<file path="src/rtl/parallel_to_serial.sv">
`default_nettype none
// ============================================================================
// Module   : parallel_to_serial
// Purpose  : Loads a parallel word and shifts it out MSB first, one bit per
//            SER_EN && SHIFT_EN transfer. Define P2S_PARITY_EN to append an
//            even-parity bit after DATA[0].
// Revision : 1.0 - initial release
// ============================================================================
module parallel_to_serial #(
    parameter int data_size = 64
) (
    input  logic                 CLK,
    input  logic                 RST,
    input  logic [data_size-1:0] DATA,
    input  logic                 LOAD,
    output logic                 READY,
    input  logic                 SHIFT_EN,
    output logic                 SER_DATA,
    output logic                 SER_EN,
    output logic                 DONE
);

    localparam int CNT_W = $clog2(data_size + 2);
`ifdef P2S_PARITY_EN
    localparam int FRAME_LEN_I = data_size + 1;
`else
    localparam int FRAME_LEN_I = data_size;
`endif
    localparam logic [CNT_W-1:0] FRAME_LEN = CNT_W'(FRAME_LEN_I);
    localparam logic [CNT_W-1:0] CNT_ONE   = CNT_W'(1);

    localparam logic [0:0] S_IDLE  = 1'b0;
    localparam logic [0:0] S_SHIFT = 1'b1;

    logic [0:0]           state_q, state_d;
    logic [data_size-1:0] shreg_q, shreg_d;
    logic [CNT_W-1:0]     cnt_q,   cnt_d;
    logic                 done_q,  done_d;
    logic                 last_bit;
`ifdef P2S_PARITY_EN
    logic                 parity_q, parity_d;
`endif

    assign last_bit = (cnt_q == CNT_ONE);

    always_ff @(posedge CLK) begin
        if (!RST) begin
            state_q  <= S_IDLE;
            shreg_q  <= '0;
            cnt_q    <= '0;
            done_q   <= 1'b0;
`ifdef P2S_PARITY_EN
            parity_q <= 1'b0;
`endif
        end else begin
            state_q  <= state_d;
            shreg_q  <= shreg_d;
            cnt_q    <= cnt_d;
            done_q   <= done_d;
`ifdef P2S_PARITY_EN
            parity_q <= parity_d;
`endif
        end
    end

    always_comb begin
        state_d  = state_q;
        shreg_d  = shreg_q;
        cnt_d    = cnt_q;
        done_d   = 1'b0;
`ifdef P2S_PARITY_EN
        parity_d = parity_q;
`endif
        case (state_q)
            S_IDLE: begin
                if (LOAD) begin
                    shreg_d  = DATA;
                    cnt_d    = FRAME_LEN;
                    state_d  = S_SHIFT;
`ifdef P2S_PARITY_EN
                    parity_d = ^DATA;
`endif
                end
            end
            S_SHIFT: begin
                // A deasserted SHIFT_EN stalls the frame with every register held.
                if (SHIFT_EN) begin
                    shreg_d = {shreg_q[data_size-2:0], 1'b0};
                    cnt_d   = cnt_q - CNT_ONE;
                    if (last_bit) begin
                        state_d = S_IDLE;
                        done_d  = 1'b1;
                    end
                end
            end
            default: state_d = S_IDLE;
        endcase
    end

    always_comb begin
        READY    = (state_q == S_IDLE);
        SER_EN   = (state_q == S_SHIFT);
        DONE     = done_q;
        SER_DATA = 1'b0;
        if (state_q == S_SHIFT) begin
            SER_DATA = shreg_q[data_size-1];
`ifdef P2S_PARITY_EN
            if (last_bit) begin
                SER_DATA = parity_q;
            end
`endif
        end
    end

endmodule
`default_nettype wire

</file>
<file path="config.mk">
export PLATFORM = sky130hd
export DESIGN_NAME = parallel_to_serial
export DESIGN_NICKNAME = d
export VERILOG_FILES = /design/src/rtl/parallel_to_serial.sv
export SDC_FILE = /design/constraint.sdc
export NUM_CORES = 1
export LEC_CHECK = 0
export BUFFER_PORTS_ARGS = -buffer_cell sky130_fd_sc_hd__buf_2
export CAP_MARGIN = 30
export CORE_MARGIN = 2
export CORE_UTILIZATION = 40
export CTS_CLUSTER_DIAMETER = 150
export DETAILED_ROUTE_END_ITERATION = 7
export HOLD_SLACK_MARGIN = 0.1
export PLACE_DENSITY_LB_ADDON = 0.2
export SETUP_SLACK_MARGIN = 0.2
export SYNTH_ARGS = -nofsm -noshare
export SYNTH_HDL_FRONTEND = slang
export SYNTH_SLANG_ARGS = --single-unit
</file>
<file path="constraint.sdc">
create_clock -name CLK -period 1.5 [get_ports CLK]
set_input_delay 0.225 -clock CLK [delete_from_list [all_inputs] [get_ports CLK]]
set_output_delay 0.225 -clock CLK [all_outputs]
set_load 0.1 [all_outputs]
</file>
==> impl_metrics.yaml, run 1 <==
run_status:
  status: "finished, final reports clean"
timing:
  slew_violations: 0
  holdWs_ns: 0.176
  final-setup-viol-count: 0
  fin_crit_ns: 1.40
  fin_crit_sh: 0.931
  final-hold-violation-count: 0
  fin_ws_ns: 0.103
  fin_skew_ns: 0.00647
  relSlewSlack: 0.737
  worst_slew_pin_slew_ns: 0.389
  timing.fmax_mhz: 716
  rsz0062_at_grt: "true"
worst_setup_path:
  ff2ff_path_depth: 4
  crit_path_start_kind: "register"
  critPathMaxStageDelay_ns: 0.44
  r2r_slack_ns: 0.10
  cp_data_required_time_ns: 1.72
  path_class: "reg2reg"
  critical_path.top_delay_family: "multiplexers"
  worstReg2RegEnd: "shreg_q[30]"
  crit_buf_inv: 1
  cp_cell_sequence: "mux2_8 -> bufbuf_16 -> nor2_2 -> a211oi_2"
  end_kind: "register"
  reg2reg_from: "SER_EN"
  crit_fanout: 12
  cpMaxStageDelayCell: "mux2_8"
  worstPathArrival_ns: 1.62
die:
  ios: 72
  rows: 33
  fp.coreArea_mm2: 0.00826
  dieArea_mm2: 0.00932
  die_y_um: 96.5
  start_util: 0.415
  die_w_um: 96.5
min_path:
  timing.hold.worst_path_depth: 3
  hold_start: "DATA[0]"
  hold_path_end: "shreg_q[0]"
  hold_class: "in2reg"
global_routing:
  antenna_found_initial: 0
  grt_pass1_vias: 2461
  grt_use_total: 0.161
  grt_remaining_overflow: 0
  grt_pass1_wl_um: 11600
  grt_max_degree: 39
logic_synthesis:
  synthesis.area_mm2: 0.00343
  avgSynthCellArea_um2: 10.2
  ys.flop_type: "dfxtp_1"
  synthTopCellsByArea: "dfxtp_1 43%, mux2i_1 19%, a211oi_2 11%"
  synth_cells: 335
  synth_cell_type_count: 33
  synth.top_cell.area_share: 0.427
  ys_seq_area_frac: 0.427
  synth-edff-count: 0
  syn-num-nets: 405
  ys_ff_latch: 73
  yosysWarnings: 0
  synth_top_cell_by_area: "dfxtp_1"
  postSynth.asyncResetShare: 0
final_layout:
  n_antenna_cell: 0
  area_delta_synth_final_pct: 34.9
  fin_nets: 482
  layout-drive-gt1-share: 0.456
  fill_cells: 763
  utilization: 0.560
cts:
  cts_sinks: 73
  path_clk_slew_ns: 0.08
  cts-root-buf: "clkbuf_8"
  hold_buffers: 0
  clock_latency_ns: 0.33
  htree_num_levels: 3
  cts_buffers: 9
  cts_tree: "done"
  clockBufferDepth: 2
routing:
  routed_via_density: 5.18
  wl_um: 7470
  first_iter_violations: 100
  route.detailed.drc: 0
  first_pass_iters: 4
  detail_route.wl_per_cell_um: 14.3
  drtAntennaViolNets: 0
  vias: 2704
pwr:
  ir_drop_uv: 609
  leakage_nw: 1.86
  power_density_mw_per_mm2: 1080
placement:
  io_buffers: 71
  dp_hpwl_um: 4940
  routabilityCongestion: 0.763
  dp_slack_ns: 0.110
job:
  maxCapViolations: 0
[report_power, final]
part / internal (W) / total [W] / leakage, nW / switching [W]
logic: 0.000553 / 0.00109 / 1.15 / 0.000537
clock network: 0.000962 / 0.00168 / 0.107 / 0.000716
registers: 0.00212 / 0.00224 / 0.607 / 0.000122
[cell families after synthesis]
logic type               Yosys count  share of synthesized area
AO/OA/AOI/OAI                     79                      0.213
flip-flops                        73                      0.427
AND/OR/NAND/NOR                   81                      0.104
buffers and inverters             34                     0.0551
adder cells (fa/ha/maj)            2                    0.00730
multiplexers                      66                      0.194
[Yosys cell counts (all sizes together), types with 2 or more instances]
master,n
ha,2
nor3b,2
nor4b,3
nor2,65
mux2i,65
clkbuf,8
buf,22
inv,4
a21oi,3
a211oi,65
and2,2
o21ai,4
dfxtp,73
nand2,2
[sequential cells by signal, indices dropped and copies added (netlist names)]
name     flops
SER_EN       1
shreg_q     64
DONE         1
cnt_q        7
[layout by cell type, fill, tap and decap left out, types with 3 or more instances in the layout]
master | netlist | routed
dfxtp_1 | 73 | 70
a21oi_1 | 3 | 3
buf_2 | 16 | 67
clkinvlp_4 | 0 | 3
clkbuf_8 | 0 | 11
mux2i_1 | 65 | 64
a211oi_2 | 30 | 46
nor2_4 | 0 | 8
buf_12 | 0 | 10
nor2_2 | 0 | 10
o21ai_0 | 4 | 4
buf_4 | 1 | 11
nor2_1 | 65 | 47
a211oi_1 | 35 | 19
buf_6 | 5 | 4
[worst max path at each step]
stage,start,end,cells after the start
after floorplan,SER_EN,cnt_q[4],5
after global placement,cnt_q[0],cnt_q[4],5
after detailed placement,SER_EN,shreg_q[56],3
after CTS,SER_EN,SER_DATA,3
after global routing,SER_EN,cnt_q[0],5
final,SER_EN,shreg_q[30],4
[layout make-up]
| class | count | area (um^2) | area share |
|---|---|---|---|
| Clock inverter | 3 | 45.0 | 0.00975 |
| Inverter | 4 | 21.3 | 0.00460 |
| Timing Repair Buffer | 96 | 783 | 0.169 |
| Sequential cell | 73 | 1470 | 0.318 |
| Multi-Input combinational cell | 228 | 1990 | 0.431 |
| Clock buffer | 13 | 180 | 0.0390 |
| Tap cell | 105 | 131 | 0.0284 |
[what timing repair did]
| action | in CTS | in global routing |
|---|---|---|
| pin swaps | 1 | 0 |
| gates resized for setup | 22 | 8 |
| endpoints found under the setup margin | 67 | 68 |
| setup buffers | 8 | 1 |
| gates cloned | 3 | 0 |
[worst min-delay path: stages]
cell	delay, ns
buf_2	0.09
a22oi_1	0.07
nor2_1	0.08
[through the flow]
step | area [um^2] | std cells | setup TNS [ns] | total power (W)
final | 4620 | 522 | 0 | 0.00501
after global routing | 4620 | 522 | 0 | 0.00527
after CTS | 4590 | 521 | 0 | 0.00506
after detailed placement | 4140 | 494 | 0 | 0.00326
after global placement | 4140 | 494 | 0 | 0.00322
after floorplan | 3700 | 335 | -5.90 | 0.00305
[routing by layer]
metal	track usage	vias to the layer above	wire [um]
met4	0.0423	0	54
met5	0	-	0
met2	0.267	60	3560
li1	-	1383	-
met1	0.200	1256	3390
met3	0.0528	5	472
No activity file was read; power rests on OpenSTA's default activity.
==> run 2: changes to the inputs <==
--- a/config.mk
+++ b/config.mk
@@ -13,6 +13,7 @@
 export DETAILED_ROUTE_END_ITERATION = 7
 export HOLD_SLACK_MARGIN = 0.1
 export PLACE_DENSITY_LB_ADDON = 0.2
+export RECOVER_POWER = 100
 export SETUP_SLACK_MARGIN = 0.2
 export SYNTH_ARGS = -nofsm -noshare
 export SYNTH_HDL_FRONTEND = slang
==> impl_metrics.yaml, run 2 (synthesis gave the netlist of run 1 again) <==
run_status:
  status: "finished, final reports clean"
pwr:
  power_density_mw_per_mm2: 1110
  ir_drop_uv: 600
  leakage_nw: 1.82
global_routing:
  grt_pass1_wl_um: 11600
  grt_remaining_overflow: 0
  grt_use_total: 0.161
  grt_max_degree: 39
  antenna_found_initial: 0
  grt_pass1_vias: 2461
worst_setup_path:
  r2r_slack_ns: 0.10
  worstReg2RegEnd: "shreg_q[23]"
  ff2ff_path_depth: 3
  critPathMaxStageDelay_ns: 0.39
  cp_data_required_time_ns: 1.27
  crit_fanout: 7
  reg2reg_from: "SER_EN"
  critical_path.top_delay_family: "flip-flops"
  crit_path_start_kind: "register"
  cpMaxStageDelayCell: "dfxtp_4"
  crit_buf_inv: 2
  cp_cell_sequence: "buf_12 -> and2_4 -> buf_6"
  path_class: "reg2out"
  worstPathArrival_ns: 1.20
  end_kind: "output pin"
routing:
  routed_via_density: 5.16
  drtAntennaViolNets: 0
  first_pass_iters: 4
  detail_route.wl_per_cell_um: 14.3
  vias: 2693
  route.detailed.drc: 0
  wl_um: 7480
  first_iter_violations: 104
die:
  fp.coreArea_mm2: 0.00826
  rows: 33
  die_y_um: 96.5
  dieArea_mm2: 0.00932
  ios: 72
  start_util: 0.415
  die_w_um: 96.5
placement:
  io_buffers: 71
  dp_hpwl_um: 4940
  dpl_cell_area_mm2: 0.00414
  routabilityCongestion: 0.763
timing:
  fin_crit_sh: 0.951
  fin_skew_ns: 0.00606
  final-setup-viol-count: 0
  fin_crit_ns: 1.43
  final-hold-violation-count: 0
  holdWs_ns: 0.174
  relSlewSlack: 0.642
  timing.fmax_mhz: 701
  rsz0062_at_grt: "true"
  worst_slew_pin_slew_ns: 0.540
  slew_violations: 0
final_layout:
  layout_commonest_cell: "dfxtp_1"
  utilization: 0.538
  multi_input_area_mm2: 0.00189
  fill_cells: 797
  most-common-layout-cells: "71 x dfxtp_1, 68 x buf_2, 65 x mux2i_1"
  seq_area_mm2: 0.00147
  largest_register_ff_count: 64
  layout-drive-gt1-share: 0.393
  area_delta_synth_final_pct: 29.6
  design_area_mm2: 0.00444
  n_antenna_cell: 0
  fin_nets: 482
  reg_top3: "shreg_q x64, cnt_q x7"
  largest_register: "shreg_q"
cts:
  cts_buffers: 9
  clock_latency_ns: 0.33
  htree_num_levels: 3
  cts_tree: "done"
  cts_sinks: 73
  path_clk_slew_ns: 0.07
  hold_buffers: 0
  cts-root-buf: "clkbuf_8"
  clockBufferDepth: 2
job:
  maxCapViolations: 0
min_path:
  hold_start: "DATA[0]"
  hold_class: "in2reg"
  hold_path_end: "shreg_q[0]"
  timing.hold.worst_path_depth: 3
-- run 2: cell count changes in the layout (fill, tap and decap cells not counted), sizes merged --
cell    delta
buf        -4
clkbuf     +4
-- run 2: how the worst max path moves through the flow --
| stage | startpoint | to | slack (ns) | cells past startpoint |
|---|---|---|---|---|
| 3_3_place_gp | cnt_q[0] | cnt_q[4] | 0.16 | 5 |
| 3_5_place_dp | SER_EN | shreg_q[56] | 0.11 | 3 |
| 6_report | SER_EN | SER_DATA | 0.07 | 3 |
| 2_1_floorplan | SER_EN | cnt_q[4] | -0.30 | 5 |
| 5_1_grt | SER_EN | cnt_q[0] | -0.02 | 5 |
| 4_1_cts | SER_EN | SER_DATA | 0.09 | 3 |
-- run 2: power by group --
group	total (W)	internal, W	switching, W
clock network	0.00168	0.000962	0.000717
registers	0.00224	0.00212	0.000117
logic	0.00100	0.000497	0.000505
-- run 2: worst register-to-register path, cell delays in order (launching register included) --
cell       delay (ns)
dfxtp_4          0.39
mux2_8           0.42
bufbuf_16        0.30
a211oi_1         0.21
-- run 2: through the flow --
| step | total power (W) | setup TNS, ns | std cells | setup WS, ns |
|---|---|---|---|---|
| after floorplan | 0.00305 | -5.90 | 335 | -0.301 |
| after global placement | 0.00322 | 0 | 494 | 0.159 |
| after global routing | 0.00518 | -0.0219 | 522 | -0.0219 |
| final | 0.00492 | 0 | 522 | 0.0738 |
| after detailed placement | 0.00326 | 0 | 494 | 0.110 |
| after CTS | 0.00506 | 0 | 521 | 0.0914 |
-- run 2: final cells by class --
cell class / instances / share of cell area
Tap cell: 105 / 0.0296
Multi-Input combinational cell: 228 / 0.426
Clock inverter: 3 / 0.0101
Inverter: 4 / 0.00423
Clock buffer: 13 / 0.0406
Timing Repair Buffer: 96 / 0.159
Sequential cell: 73 / 0.331
-- run 2: per-layer routing --
metal,up-vias,global-route usage,part of all wire,wire [um]
li1,1385,-,-,-
met1,1252,0.200,0.46,3450
met2,51,0.267,0.47,3530
met3,5,0.0528,0.059,444
met4,0,0.0423,0.0071,53
met5,-,0,0,0
-- run 2: repair_timing --
| action | 4_1_cts | 5_1_grt |
|---|---|---|
| cloned | 3 | 0 |
| hold endpoints to repair | 0 | 0 |
| setup buffers | 8 | 1 |
| endpoints found under the setup margin | 67 | 68 |
| resized for setup | 22 | 8 |
| pin swaps | 1 | 0 |
==> run 3: changes to the inputs <==
--- a/config.mk
+++ b/config.mk
@@ -5,10 +5,11 @@
 export SDC_FILE = /design/constraint.sdc
 export NUM_CORES = 1
 export LEC_CHECK = 0
+export ABC_AREA = 1
 export BUFFER_PORTS_ARGS = -buffer_cell sky130_fd_sc_hd__buf_2
 export CAP_MARGIN = 30
 export CORE_MARGIN = 2
-export CORE_UTILIZATION = 40
+export CORE_UTILIZATION = 45
 export CTS_CLUSTER_DIAMETER = 150
 export DETAILED_ROUTE_END_ITERATION = 7
 export HOLD_SLACK_MARGIN = 0.1
==> impl_metrics.yaml, run 3 <==
logic_synthesis:
  ys.flop_type: "dfxtp_1"
  synth_cells: 418
  ys_seq_area_frac: 0.472
  postSynth.asyncResetShare: 0
  synth-edff-count: 0
  synth_top_cell_by_area: "dfxtp_1"
  synthMostInstantiatedCell: "nand2_1"
  synth_cell_type_count: 25
  synthesis.area_mm2: 0.00310
  ys_ff_latch: 73
  avgSynthCellArea_um2: 7.41
  synth.top_cell.area_share: 0.472
  syn-num-nets: 488
  yosysWarnings: 0
  synthTopCellsByArea: "dfxtp_1 47%, nand2_1 16%, a31oi_1 13%"
  synth_commonest_cells: "135 x nand2_1, 73 x dfxtp_1, 63 x a31oi_1, 57 x o21ai_0, 17 x clkbuf_1"
die:
  start_util: 0.461
  rows: 30
  ios: 72
  die_y_um: 86.9
  die_w_um: 86.9
  fp.coreArea_mm2: 0.00672
  dieArea_mm2: 0.00756
worst_setup_path:
  end_kind: "output pin"
  crit_path_start_kind: "register"
  crit_fanout: 5
  reg2reg_from: "SER_EN"
  cp_data_required_time_ns: 1.27
  crit_path_start: "SER_EN"
  worstPathArrival_ns: 1.18
  path_class: "reg2out"
cts:
  cts-root-buf: "clkbuf_8"
  htree_num_levels: 3
  path_clk_slew_ns: 0.07
  clockBufferDepth: 2
  cts_buffers: 9
  cts_tree: "done"
  cts_sinks: 73
  clock_latency_ns: 0.34
timing:
  fin_crit_sh: 0.937
  fin_crit_ns: 1.41
  slew_violations: 0
  rsz0062_at_grt: "true"
  relSlewSlack: 0.641
  final-setup-viol-count: 0
  fin_skew_ns: 0.00313
  timing.fmax_mhz: 711
  worst_slew_pin_slew_ns: 0.541
  final-hold-violation-count: 0
  fin_tns_setup_ns: 0
routing:
  drtAntennaViolNets: 0
  routed_via_density: 5.49
  wl_um: 8040
  first_pass_iters: 5
  detail_route.wl_per_cell_um: 14.0
  first_iter_violations: 183
  vias: 3144
  route.detailed.drc: 0
final_layout:
  n_antenna_cell: 0
  seq_area_mm2: 0.00147
  fill_cells: 622
  layout-drive-gt1-share: 0.235
  largest_register: "shreg_q"
  reg_top3: "shreg_q x64, cnt_q x7"
  most-common-layout-cells: "134 x nand2_1, 72 x dfxtp_1, 67 x buf_2"
  multi_input_area_mm2: 0.00147
  area_delta_synth_final_pct: 29.3
  fin_nets: 560
  largest_register_ff_count: 64
  layout_commonest_cell: "nand2_1"
min_path:
  hold_start: "DATA[13]"
  hold_class: "in2reg"
placement:
  routabilityCongestion: 0.801
  io_buffers: 71
  dp_hpwl_um: 4440
global_routing:
  grt_use_total: 0.223
  grt_pass1_wl_um: 13300
  grt_max_degree: 33
  grt_pass1_vias: 2833
  antenna_found_initial: 0
  grt_remaining_overflow: 0
job:
  maxCapViolations: 0
run_status:
  status: "finished, final reports clean"
pwr:
  leakage_nw: 1.73
  p_total_w: 0.00443
  power_density_mw_per_mm2: 1110
  ir_drop_uv: 513
## run 3: power breakdown
part	leakage, nW	total, W	switching (W)	internal (W)
sequential	0.605	0.00222	0.0000949	0.00212
combinational	1.04	0.000875	0.000483	0.000392
clock	0.0826	0.00133	0.000656	0.000676
## run 3: path summary, 6_finish.rpt
check                           slack [ns]          end  cells after the start
worst max-delay path                  0.09        READY                      3
worst min-delay path                  0.15  shreg_q[13]                      3
worst max register to register        0.13  shreg_q[30]                      6
worst min register to register        0.46  shreg_q[60]                      2
## run 3: kinds of logic after synthesis
| logic type | synth area share |
|---|---|
| buf+inv | 0.0671 |
| xor+xnor | 0.00283 |
| simple gates | 0.202 |
| compound gates | 0.248 |
| fa+ha+maj | 0.00808 |
| flops | 0.472 |
## run 3: final cells by class
| class | count | area share |
|---|---|---|
| Clock buffer | 14 | 0.0406 |
| Multi-Input combinational cell | 298 | 0.366 |
| Timing Repair Buffer | 95 | 0.189 |
| Inverter | 13 | 0.0131 |
| Tap cell | 80 | 0.0250 |
| Sequential cell | 73 | 0.366 |
## run 3: stage by stage
stage	hold slack, ns	util	cells	area, um^2	setup WS, ns
after global placement	0.451	0.535	545	3590	0.194
after floorplan	0.385	-	418	3130	0.0595
after CTS	0.143	0.599	571	4020	0.116
after global routing	0.147	0.596	573	4000	0.0481
final	0.148	0.596	573	4000	0.0944
after detailed placement	0.456	0.535	545	3590	0.141
## run 3: metal layers
metal / track usage / wire [um] / vias up
met3: 0.0455 / 486 / 16
met4: 0.0966 / 171 / 0
li1: - / - / 1585
met5: 0 / 0 / -
met2: 0.344 / 3660 / 102
met1: 0.301 / 3720 / 1441
## run 3: timing repair
item                                    in CTS  in global routing
hold buffers                                 0                  0
buffers inserted                             6                  2
pin swaps                                    1                  0
endpoints found under the setup margin      50                 68
gates cloned                                 6                  0
gates resized for setup                     12                 11
## run 3: critical path, cell delays in order, from the launching register on
cell and delay (ns):
dfxtp_4 0.38, inv_2 0.14, buf_12 0.12, buf_6 0.21
